[config.mk]
export PLATFORM = sky130hd
export DESIGN_NAME = bmp180_instr_seq
export DESIGN_NICKNAME = d
export VERILOG_FILES = /design/src/rtl/bmp180_instr_seq.sv
export SDC_FILE = /design/constraint.sdc
export NUM_CORES = 1
export LEC_CHECK = 0
export BUFFER_PORTS_ARGS = -buffer_cell sky130_fd_sc_hd__buf_2
export CAP_MARGIN = 20
export CORE_MARGIN = 10
export CORE_UTILIZATION = 60
export CTS_BUF_LIST = sky130_fd_sc_hd__clkbuf_8
export DETAILED_ROUTE_END_ITERATION = 10
export GPL_TIMING_DRIVEN = 0
export PLACE_DENSITY = 0.83
export SYNTH_ARGS = -nofsm -noshare
export SYNTH_HDL_FRONTEND = slang
export SYNTH_SLANG_ARGS = --single-unit
[constraint.sdc]
create_clock -name CLK -period 6.28 [get_ports CLK]
set_input_delay 0.314 -clock CLK [delete_from_list [all_inputs] [get_ports CLK]]
set_output_delay 0.314 -clock CLK [all_outputs]
set_load 0.005 [all_outputs]
[src/rtl/bmp180_instr_seq.sv]
// BMP180 command sequencer: fetches an opcode from ROM and expands it into I2C write / conversion wait / read steps.
// Latency: opcode is decoded 3 cycles after command accept; one I2C transaction is in flight at a time, and commands are not accepted while busy.
module bmp180_instr_seq #(
    parameter int ADDR_ROM_SZ = 4,
    parameter int DATA_ROM_SZ = 8,
    parameter int CLK_MHZ     = 50
) (
    input  logic                   CLK,
    input  logic                   RST,
    input  logic                   I_CMD_VLD,
    input  logic [ADDR_ROM_SZ-1:0] I_CMD_ADDR,
    output logic                   O_CMD_RDY,
    output logic [ADDR_ROM_SZ-1:0] O_ADDR_ROM,
    input  logic [ADDR_ROM_SZ-1:0] I_ADDR_ROM,
    input  logic [DATA_ROM_SZ-1:0] I_DATA_ROM,
    output logic                   O_I2C_START,
    output logic                   O_I2C_RW,
    output logic [7:0]             O_I2C_REG,
    output logic [7:0]             O_I2C_WDATA,
    output logic [4:0]             O_I2C_NBYTES,
    input  logic                   I_I2C_DONE,
    input  logic                   I_I2C_NACK,
    input  logic                   I_I2C_RX_VLD,
    input  logic [7:0]             I_I2C_RX_DATA,
    output logic                   O_RD_VLD,
    output logic [7:0]             O_RD_DATA,
    output logic [4:0]             O_RD_IDX,
    output logic                   O_DONE,
    output logic                   O_ERR
);
    typedef enum logic [3:0] {
        IDLE, FETCH, ROMWAIT, DECODE, I2C_WR, WAIT_WR, CONV, I2C_RD, WAIT_RD, FIN
    } state_t;

    localparam int CONV_W = 21;

    function automatic logic is_meas(input logic [7:0] op);
        return (op == 8'h2E) || (op == 8'h34) || (op == 8'h74) || (op == 8'hB4) || (op == 8'hF4);
    endfunction

    function automatic logic [14:0] wait_us(input logic [7:0] op);
        case (op)
            8'h2E, 8'h34: return 15'd4500;
            8'h74:        return 15'd7500;
            8'hB4:        return 15'd13500;
            8'hF4:        return 15'd25500;
            default:      return 15'd0;
        endcase
    endfunction

    function automatic logic [4:0] rd_nbytes(input logic [7:0] op);
        case (op)
            8'hAA:   return 5'd22;
            8'hD0:   return 5'd1;
            8'h2E:   return 5'd2;
            default: return 5'd3;
        endcase
    endfunction

    // Counter runs load..0 inclusive, so CONV lasts exactly wait_us*CLK_MHZ cycles.
    function automatic logic [CONV_W-1:0] conv_load(input logic [7:0] op);
        return CONV_W'(int'(wait_us(op)) * CLK_MHZ - 1);
    endfunction

    state_t                 state_q, state_d;
    logic [ADDR_ROM_SZ-1:0] addr_q, addr_d;
    logic [DATA_ROM_SZ-1:0] op_q, op_d;
    logic                   rw_q, rw_d;
    logic [7:0]             reg_q, reg_d;
    logic [7:0]             wdata_q, wdata_d;
    logic [4:0]             nbytes_q, nbytes_d;
    logic [CONV_W-1:0]      conv_q, conv_d;
    logic [4:0]             rx_cnt_q, rx_cnt_d;
    logic                   rd_vld_q, rd_vld_d;
    logic [7:0]             rd_data_q, rd_data_d;
    logic [4:0]             rd_idx_q, rd_idx_d;
    logic                   err_q, err_d;

    always_ff @(posedge CLK or posedge RST) begin
        if (RST) begin
            state_q   <= IDLE;
            addr_q    <= '0;
            op_q      <= '0;
            rw_q      <= 1'b0;
            reg_q     <= '0;
            wdata_q   <= '0;
            nbytes_q  <= '0;
            conv_q    <= '0;
            rx_cnt_q  <= '0;
            rd_vld_q  <= 1'b0;
            rd_data_q <= '0;
            rd_idx_q  <= '0;
            err_q     <= 1'b0;
        end else begin
            state_q   <= state_d;
            addr_q    <= addr_d;
            op_q      <= op_d;
            rw_q      <= rw_d;
            reg_q     <= reg_d;
            wdata_q   <= wdata_d;
            nbytes_q  <= nbytes_d;
            conv_q    <= conv_d;
            rx_cnt_q  <= rx_cnt_d;
            rd_vld_q  <= rd_vld_d;
            rd_data_q <= rd_data_d;
            rd_idx_q  <= rd_idx_d;
            err_q     <= err_d;
        end
    end

    always_comb begin
        state_d   = state_q;
        addr_d    = addr_q;
        op_d      = op_q;
        rw_d      = rw_q;
        reg_d     = reg_q;
        wdata_d   = wdata_q;
        nbytes_d  = nbytes_q;
        conv_d    = conv_q;
        rx_cnt_d  = rx_cnt_q;
        rd_vld_d  = 1'b0;
        rd_data_d = rd_data_q;
        rd_idx_d  = rd_idx_q;
        err_d     = 1'b0;
        case (state_q)
            IDLE: begin
                if (I_CMD_VLD) begin
                    addr_d  = I_CMD_ADDR;
                    state_d = FETCH;
                end
            end
            FETCH:   state_d = ROMWAIT;
            ROMWAIT: state_d = DECODE;
            DECODE: begin
                op_d = I_DATA_ROM;
                if (I_ADDR_ROM != addr_q) begin
                    err_d   = 1'b1;
                    state_d = IDLE;
                end else if (I_DATA_ROM[7:0] == 8'hAA || I_DATA_ROM[7:0] == 8'hD0) begin
                    rw_d     = 1'b1;
                    reg_d    = I_DATA_ROM[7:0];
                    nbytes_d = rd_nbytes(I_DATA_ROM[7:0]);
                    state_d  = I2C_RD;
                end else if (I_DATA_ROM[7:0] == 8'hB6 || is_meas(I_DATA_ROM[7:0])) begin
                    rw_d     = 1'b0;
                    reg_d    = (I_DATA_ROM[7:0] == 8'hB6) ? 8'hE0 : 8'hF4;
                    wdata_d  = I_DATA_ROM[7:0];
                    nbytes_d = 5'd0;
                    state_d  = I2C_WR;
                end else begin
                    err_d   = 1'b1;
                    state_d = IDLE;
                end
            end
            I2C_WR: state_d = WAIT_WR;
            WAIT_WR: begin
                if (I_I2C_DONE) begin
                    if (I_I2C_NACK) begin
                        err_d   = 1'b1;
                        state_d = IDLE;
                    end else if (is_meas(op_q[7:0])) begin
                        conv_d   = conv_load(op_q[7:0]);
                        rw_d     = 1'b1;
                        reg_d    = 8'hF6;
                        nbytes_d = rd_nbytes(op_q[7:0]);
                        state_d  = CONV;
                    end else begin
                        state_d = FIN;
                    end
                end
            end
            CONV: begin
                if (conv_q == '0) state_d = I2C_RD;
                else              conv_d  = conv_q - 1'b1;
            end
            I2C_RD: begin
                rx_cnt_d = '0;
                state_d  = WAIT_RD;
            end
            WAIT_RD: begin
                // A byte arriving with DONE is still forwarded; surplus bytes are dropped.
                if (I_I2C_RX_VLD && (rx_cnt_q < nbytes_q)) begin
                    rd_vld_d  = 1'b1;
                    rd_data_d = I_I2C_RX_DATA;
                    rd_idx_d  = rx_cnt_q;
                    rx_cnt_d  = rx_cnt_q + 1'b1;
                end
                if (I_I2C_DONE) begin
                    err_d   = I_I2C_NACK;
                    state_d = I_I2C_NACK ? IDLE : FIN;
                end
            end
            FIN:     state_d = IDLE;
            default: state_d = IDLE;
        endcase
    end

    always_comb begin
        O_CMD_RDY    = (state_q == IDLE);
        O_I2C_START  = (state_q == I2C_WR) || (state_q == I2C_RD);
        O_DONE       = (state_q == FIN);
        O_ADDR_ROM   = addr_q;
        O_I2C_RW     = rw_q;
        O_I2C_REG    = reg_q;
        O_I2C_WDATA  = wdata_q;
        O_I2C_NBYTES = nbytes_q;
        O_RD_VLD     = rd_vld_q;
        O_RD_DATA    = rd_data_q;
        O_RD_IDX     = rd_idx_q;
        O_ERR        = err_q;
    end
endmodule

Word level (Yosys, flattened, before mapping)
Cells that the tools add are included.
Operators by class
  add/sub/neg operators: 3
  $mul: 1
  order comparisons: 1
  equality and inequality tests: 35
  muxes and demuxes: 56
  bitwise logic cells: 2
  reductions and logical operators: 25
Operators by type and width (number)
  two-way mux 21 bit: 4
  equality test 8 bit, second input constant: 9
  two-way mux 15 bit: 4
  case mux 15 bit (4 select lines): 1
  two-way mux 8 bit: 6
  case mux 21 bit (2 select lines): 1
  subtractor 21 x 1 -> 21 bit, second input constant: 2
  two-way mux 5 bit: 8
  case mux 4 bit (9 select lines): 1
  equality test 8 x 6 -> 1 bit, second input constant: 4
  case mux 5 bit (3 select lines): 2
  two-way mux 4 bit: 7
  logical NOT 21 bit: 1
  multiplier 15 x 5 -> 20 bit, second input constant: 1
  case mux 5 bit (2 select lines): 2
  != test 2 bit, second input constant: 9
  equality test 4 x 3 -> 1 bit, second input constant: 4
  equality test 8 x 7 -> 1 bit, second input constant: 2
  case mux 8 bit (2 select lines): 1
  two-way mux 1 bit: 14
  logical OR 1 bit: 11
  two-way mux 3 bit: 3
  equality test 4 x 2 -> 1 bit, second input constant: 2
  equality test 4 bit, second input constant: 2
  other kinds (16): 22
Word-level totals
  register bits: 79
  bits of input ports: 30
  output and inout bits: 44
  logic and storage cells: 136

Longest topological paths before layout
  depth in word-level cells: 15
  mapped depth: 21
  gate-level depth less buffers: 20

Worst setup path after synthesis
OpenSTA, ideal clock, no wires.
  kind: reg2reg
  start: register op_q[1]
  end: register conv_q[17]
  setup time: 0.121 ns
  arrival time: 5.044 ns
  data required time: 6.159 ns
  slack: 1.115 ns
  cell stages (with the launch flop): 20
  buffers on the path: 1
  period minus slack after synthesis: 5.165 ns
  cell sequence: dfrtp_1 -> or3b_4 -> nor3_1 -> inv_1 -> o21ai_0 -> nor2_1 -> ha_1 -> inv_1 -> fa_1 -> inv_1 -> ha_1 -> clkbuf_1 -> a211oi_2 -> o311ai_0 -> xor2_1 -> or2_2 -> nor4_4 -> xor2_1 -> a22oi_1 -> o22a_1
On the way
  longest elaborated chain between the ends: 13
  elaborated cells between the ends (all ways): 23
  classes of those cells: add/sub: 1; mul: 1; eq/ne: 6; mux: 9; reduce/logical: 6
Ends and longest elaborated chain
  start: declaration: line 67  | logic [DATA_ROM_SZ-1:0] op_q, op_d;
  start signal: assignment: line 97  | op_q <= op_d;
  equality test 8 x 6 -> 1 bit: line 38, 42
  OR reduction 2 bit: line 42  | case (op)
  case mux 15 bit (4 select lines): line 42
  two-way mux 15 bit: line 161  | end else if (is_meas(op_q[7:0])) begin
  two-way mux 15 bit: line 158  | if (I_I2C_NACK) begin
  two-way mux 15 bit: line 157  | if (I_I2C_DONE) begin
  two-way mux 15 bit: line 125  | case (state_q)
  multiplier 15 x 5 -> 20 bit: line 62  | return CONV_W'(int'(wait_us(op)) * CLK_MHZ - 1);
  subtractor 21 x 1 -> 21 bit: line 62
  two-way mux 21 bit: line 161
  two-way mux 21 bit: line 158
  two-way mux 21 bit: line 157
  case mux 21 bit (2 select lines): line 125
  end signal: assignment: line 102  | conv_q <= conv_d;
  end: declaration: line 72  | logic [CONV_W-1:0] conv_q, conv_d;
Parallel ways exist; a longest one is shown, timed or not. The select of a mux whose other input is x is not followed.
A chain may end at the register's enable or synchronous reset.

Worst setup path in the final report
Same ends and word-level chain as after synthesis.

==> metrics.md <==
| Metric | Value |
|---|---|
| Worst-path clk slew | `0.10 ns` |
| Async set-reset flop share out of synthesis | `100.0%` |
| Fin. Hold Viols | `0` |
| Drt first pass iters | `5` |
| Clock sink total | `77` |
| Final slew viol count | `0` |
| WL final | `12920 µm` |
| FF-to-FF setup slack | `0.66 ns` |
| # placed instances | `780` |
| Status | `complete, no violations` |
| Top cell type by total area after synthesis | `dfrtp_1` |
| Gr usage total | `18.92%` |
| CTS root buffer | `clkbuf_8` |
| Share of cells above drive strength 1 | `21.34%` |
| Hold slack | `0.1782 ns` |
| DRT antenna net count | `0` |
| Fmax | `177.9 MHz` |
| Setup CP Type | `register to register` |
| Area contributors post-synth | `dfrtp_1, ha_1, mux2_2` |
| Clk_lat worst skew | `0.36 ns` |
| Die X | `114.9 µm` |
| Post-Syn Area per Cell | `9.052 µm²` |
| R2R cell count | `19` |
| CP bufs+invs | `4` |
| DR iter-0 viols | `376` |
| Number of global-route vias before repair | `4481` |
| RSZ-0062 raised after global routing | `false` |
| DRC | `0` |
| First-pass GRT wire length | `21030 µm` |
| Post-CTS setup buffer count | `0` |
| Inserted Diodes | `0` |
| Area taken by multi-input logic gates | `0.003178 mm²` |
| CP required | `6.52 ns` |
| Endpoint, Worst Hold | `O_RD_DATA[3]` |
| Met2 usage | `32.13%` |
| Final period util | `89.49%` |
| Die H | `114.9 µm` |
| Pwr Total | `1934 µW` |
| Nets | `756` |
| CTS Buffer Depth | `2` |
| Reg2Reg Launch Point | `op_q[1]` |
| GRT Max-Usage Layer | `met2` |
| Setup TNS | `0 ns` |
| Grt met1 use | `23.54%` |
| Sequential fraction of the synthesis area | `35.66%` |
| Critical R2R Capture | `conv_q[17]` |
| Yosys reg bits | `77` |
| CTS HTree Levels | `3` |
| Final setup vio count | `0` |
| Most frequent cell after synthesis | `dfrtp_1` |
| Worst hold start | `I_I2C_RX_DATA[3]` |
| Max Cap Viol | `0` |
| GP Congestion | `0.9007` |
| FF/Latch Area | `0.001927 mm²` |
| Post-Synthesis Cell Area | `0.005404 mm²` |
| Util after Layout | `69.87%` |
| CP top delay family | `simple AND/OR/NAND/NOR gates` |
| Yosys warnings | `0` |
| I/O pins | `74` |
| Worst EP arrival | `5.86 ns` |
| Worst-path cell chain | `or3b_4 > nor3_2 > inv_1 > o21ai_0 > nor2_1 > ha_1 > inv_1 > fa_1 > inv_1 > ha_1 > clkbuf_1 > o21ai_0 > o311ai_0 > xor2_1 > or2_2 > nor4_4 > xor2_1 > a22oi_1 > o22a_1` |
| Hold WC Path Type | `primary input to register` |
| Most frequent CP cell | `inv_1` |
| DP Wirelength | `9912 µm` |
| Routed via count | `4788` |
| Pwr dens | `315.8 mW/mm²` |
| Number of fill cells | `680` |
| Most common flop cell mapped by yosys | `dfrtp_1` |
| Hold path cells | `2` |
| Leakage power | `0.002976 µW` |
| Num rows | `34` |
| Starting Density | `61.66%` |
| Crit. End Element | `register` |
| Synth Instances | `597` |
| Port Buffer Count | `71` |
| Largest net degree at the start of global routing | `41` |
| Met3 GRT Util | `4.219%` |
| Post-synth top cells | `dfrtp_1, inv_1, nor2_1, nand2_1, ha_1` |
| EDFF count, synth | `0` |
| Worst slew pin tran | `0.9164 ns` |
| Global route overflow | `0` |
| CP Launch Type | `register` |
| Vias per Instance | `6.008` |
| Slew Limit Headroom | `38.75%` |
| Non-Filler Instances | `797` |
| Maximum vdd drop | `0.2257 mV` |
| Layout area overhead | `13.31%` |
| Slowest stage cell, crit path | `o21ai_0` |
| CORE AREA | `0.008763 mm²` |
| Total CTS buffers | `9` |
| CP Max Fanout | `9` |
| Wire per inst | `16.21 µm` |
| TritonCTS clock tree | `yes` |
| Synth cell types | `65` |
| Fin Clk Skew | `0.01395 ns` |
| Fin crit period | `5.620 ns` |
| Area share of the largest cell type after synthesis | `35.66%` |
| Initial antenna violation count | `0` |
| Worst path max stage delay | `0.58 ns` |
| Die area | `0.01320 mm²` |
==> worst max-delay path by stage <==
stage | startpoint | endpoint | slack, ns | depth (start not counted)
floorplan | op_q[1] | conv_q[17] | 1.12 | 19
global placement | op_q[1] | conv_q[17] | 0.50 | 19
detailed placement | op_q[1] | conv_q[17] | 0.38 | 19
CTS | op_q[1] | conv_q[19] | 0.37 | 19
global route | op_q[1] | conv_q[17] | 0.18 | 19
finish | op_q[1] | conv_q[17] | 0.66 | 19
==> sequential cells by signal (all words and copies together) (netlist names) <==
signal	cells
O_I2C_NBYTES	3
O_I2C_WDATA	8
op_q	8
state_q	4
O_ERR	1
O_ADDR_ROM	4
O_I2C_REG	8
O_I2C_RW	1
conv_q	21
rx_cnt_q	5
O_RD_IDX	5
O_RD_DATA	8
O_RD_VLD	1
==> stage by stage <==
step                setup WS, ns  instance area [µm²]
global placement          0.4966                 5906
finish                    0.6597                 6123
floorplan                  1.115                 5415
CTS                       0.3707                 6118
detailed placement        0.3821                 5928
global route              0.1849                 6123
==> report_power, final <==
part | internal (µW) | total [µW] | switching, µW | leakage (µW)
Combinational | 365 | 809 | 443 | 0.00191
Sequential | 635 | 769 | 134 | 0.000977
Clock | 148 | 356 | 207 | 0.0000906
==> placed cells by master, fill, tap and decap left out, types with 4 or more instances in the layout <==
cell type,count
nor3_1,16
a22oi_1,4
a22o_1,4
or2_2,7
o32ai_1,4
nand2_1,44
conb_1,4
nor3b_1,6
mux2_2,30
a21o_1,5
clkbuf_1,20
o22ai_1,7
or3_1,8
o31ai_1,6
a31oi_1,4
inv_1,50
nand3_1,16
xnor2_1,20
nor4_1,6
clkbuf_8,9
nor2_1,51
fa_1,5
xor2_1,12
nand4_1,5
o22a_1,4
ha_1,37
nor4_4,4
o21a_1,5
nor2b_1,5
a21oi_1,36
and3_1,4
o21ai_0,36
dfrtp_1,77
nand4b_1,4
buf_2,76
==> worst reg2reg max path, delay by kind of cell (launching register included) <==
family          cells  cell delay (ns)
buf+inv             4             0.64
compound gates      5             1.50
flops               1             0.42
fa+ha+maj           3             0.83
simple gates        5             1.72
xor+xnor            2             0.41
==> repair_timing <==
action,in CTS,in global routing
hold buffers,1,0
endpoints found under the hold margin,31,0
endpoints found under the setup margin,0,2
gates resized for setup,0,1
==> cell type report <==
| cell class | instances | area share [%] |
|---|---|---|
| multi-input combinational | 444 | 51.90 |
| sequential | 77 | 31.47 |
| timing repair buffer | 73 | 6.293 |
| inverter | 51 | 3.167 |
| tap | 108 | 2.207 |
| clock buffer | 9 | 2.023 |
| buffer | 28 | 2.023 |
| clock inverter | 7 | 0.9195 |
==> metal layers <==
| metal | up-vias | part of all wire [%] | wire, µm |
|---|---|---|---|
| met4 | 0 | 1.6 | 208 |
| met3 | 18 | 7.0 | 900 |
| li1 | 2297 | - | - |
| met2 | 181 | 50 | 6440 |
| met5 | - | 0 | 0 |
| met1 | 2292 | 42 | 5370 |
==> logic make-up (layout without fill, tap and decap cells) <==
logic type	Yosys count	in the layout	share of synthesized area [%]
AND/OR/NAND/NOR	199	199	20.24
AO/OA/AOI/OAI	137	137	16.35
buffers and inverters	79	168	5.834
flip-flops	77	77	35.66
adder cells (fa/ha/maj)	42	42	10.42
XOR/XNOR	32	32	5.186
multiplexers	30	30	6.251
other	1	4	0.06939
Note: power is estimated with default switching activity, not from simulation.
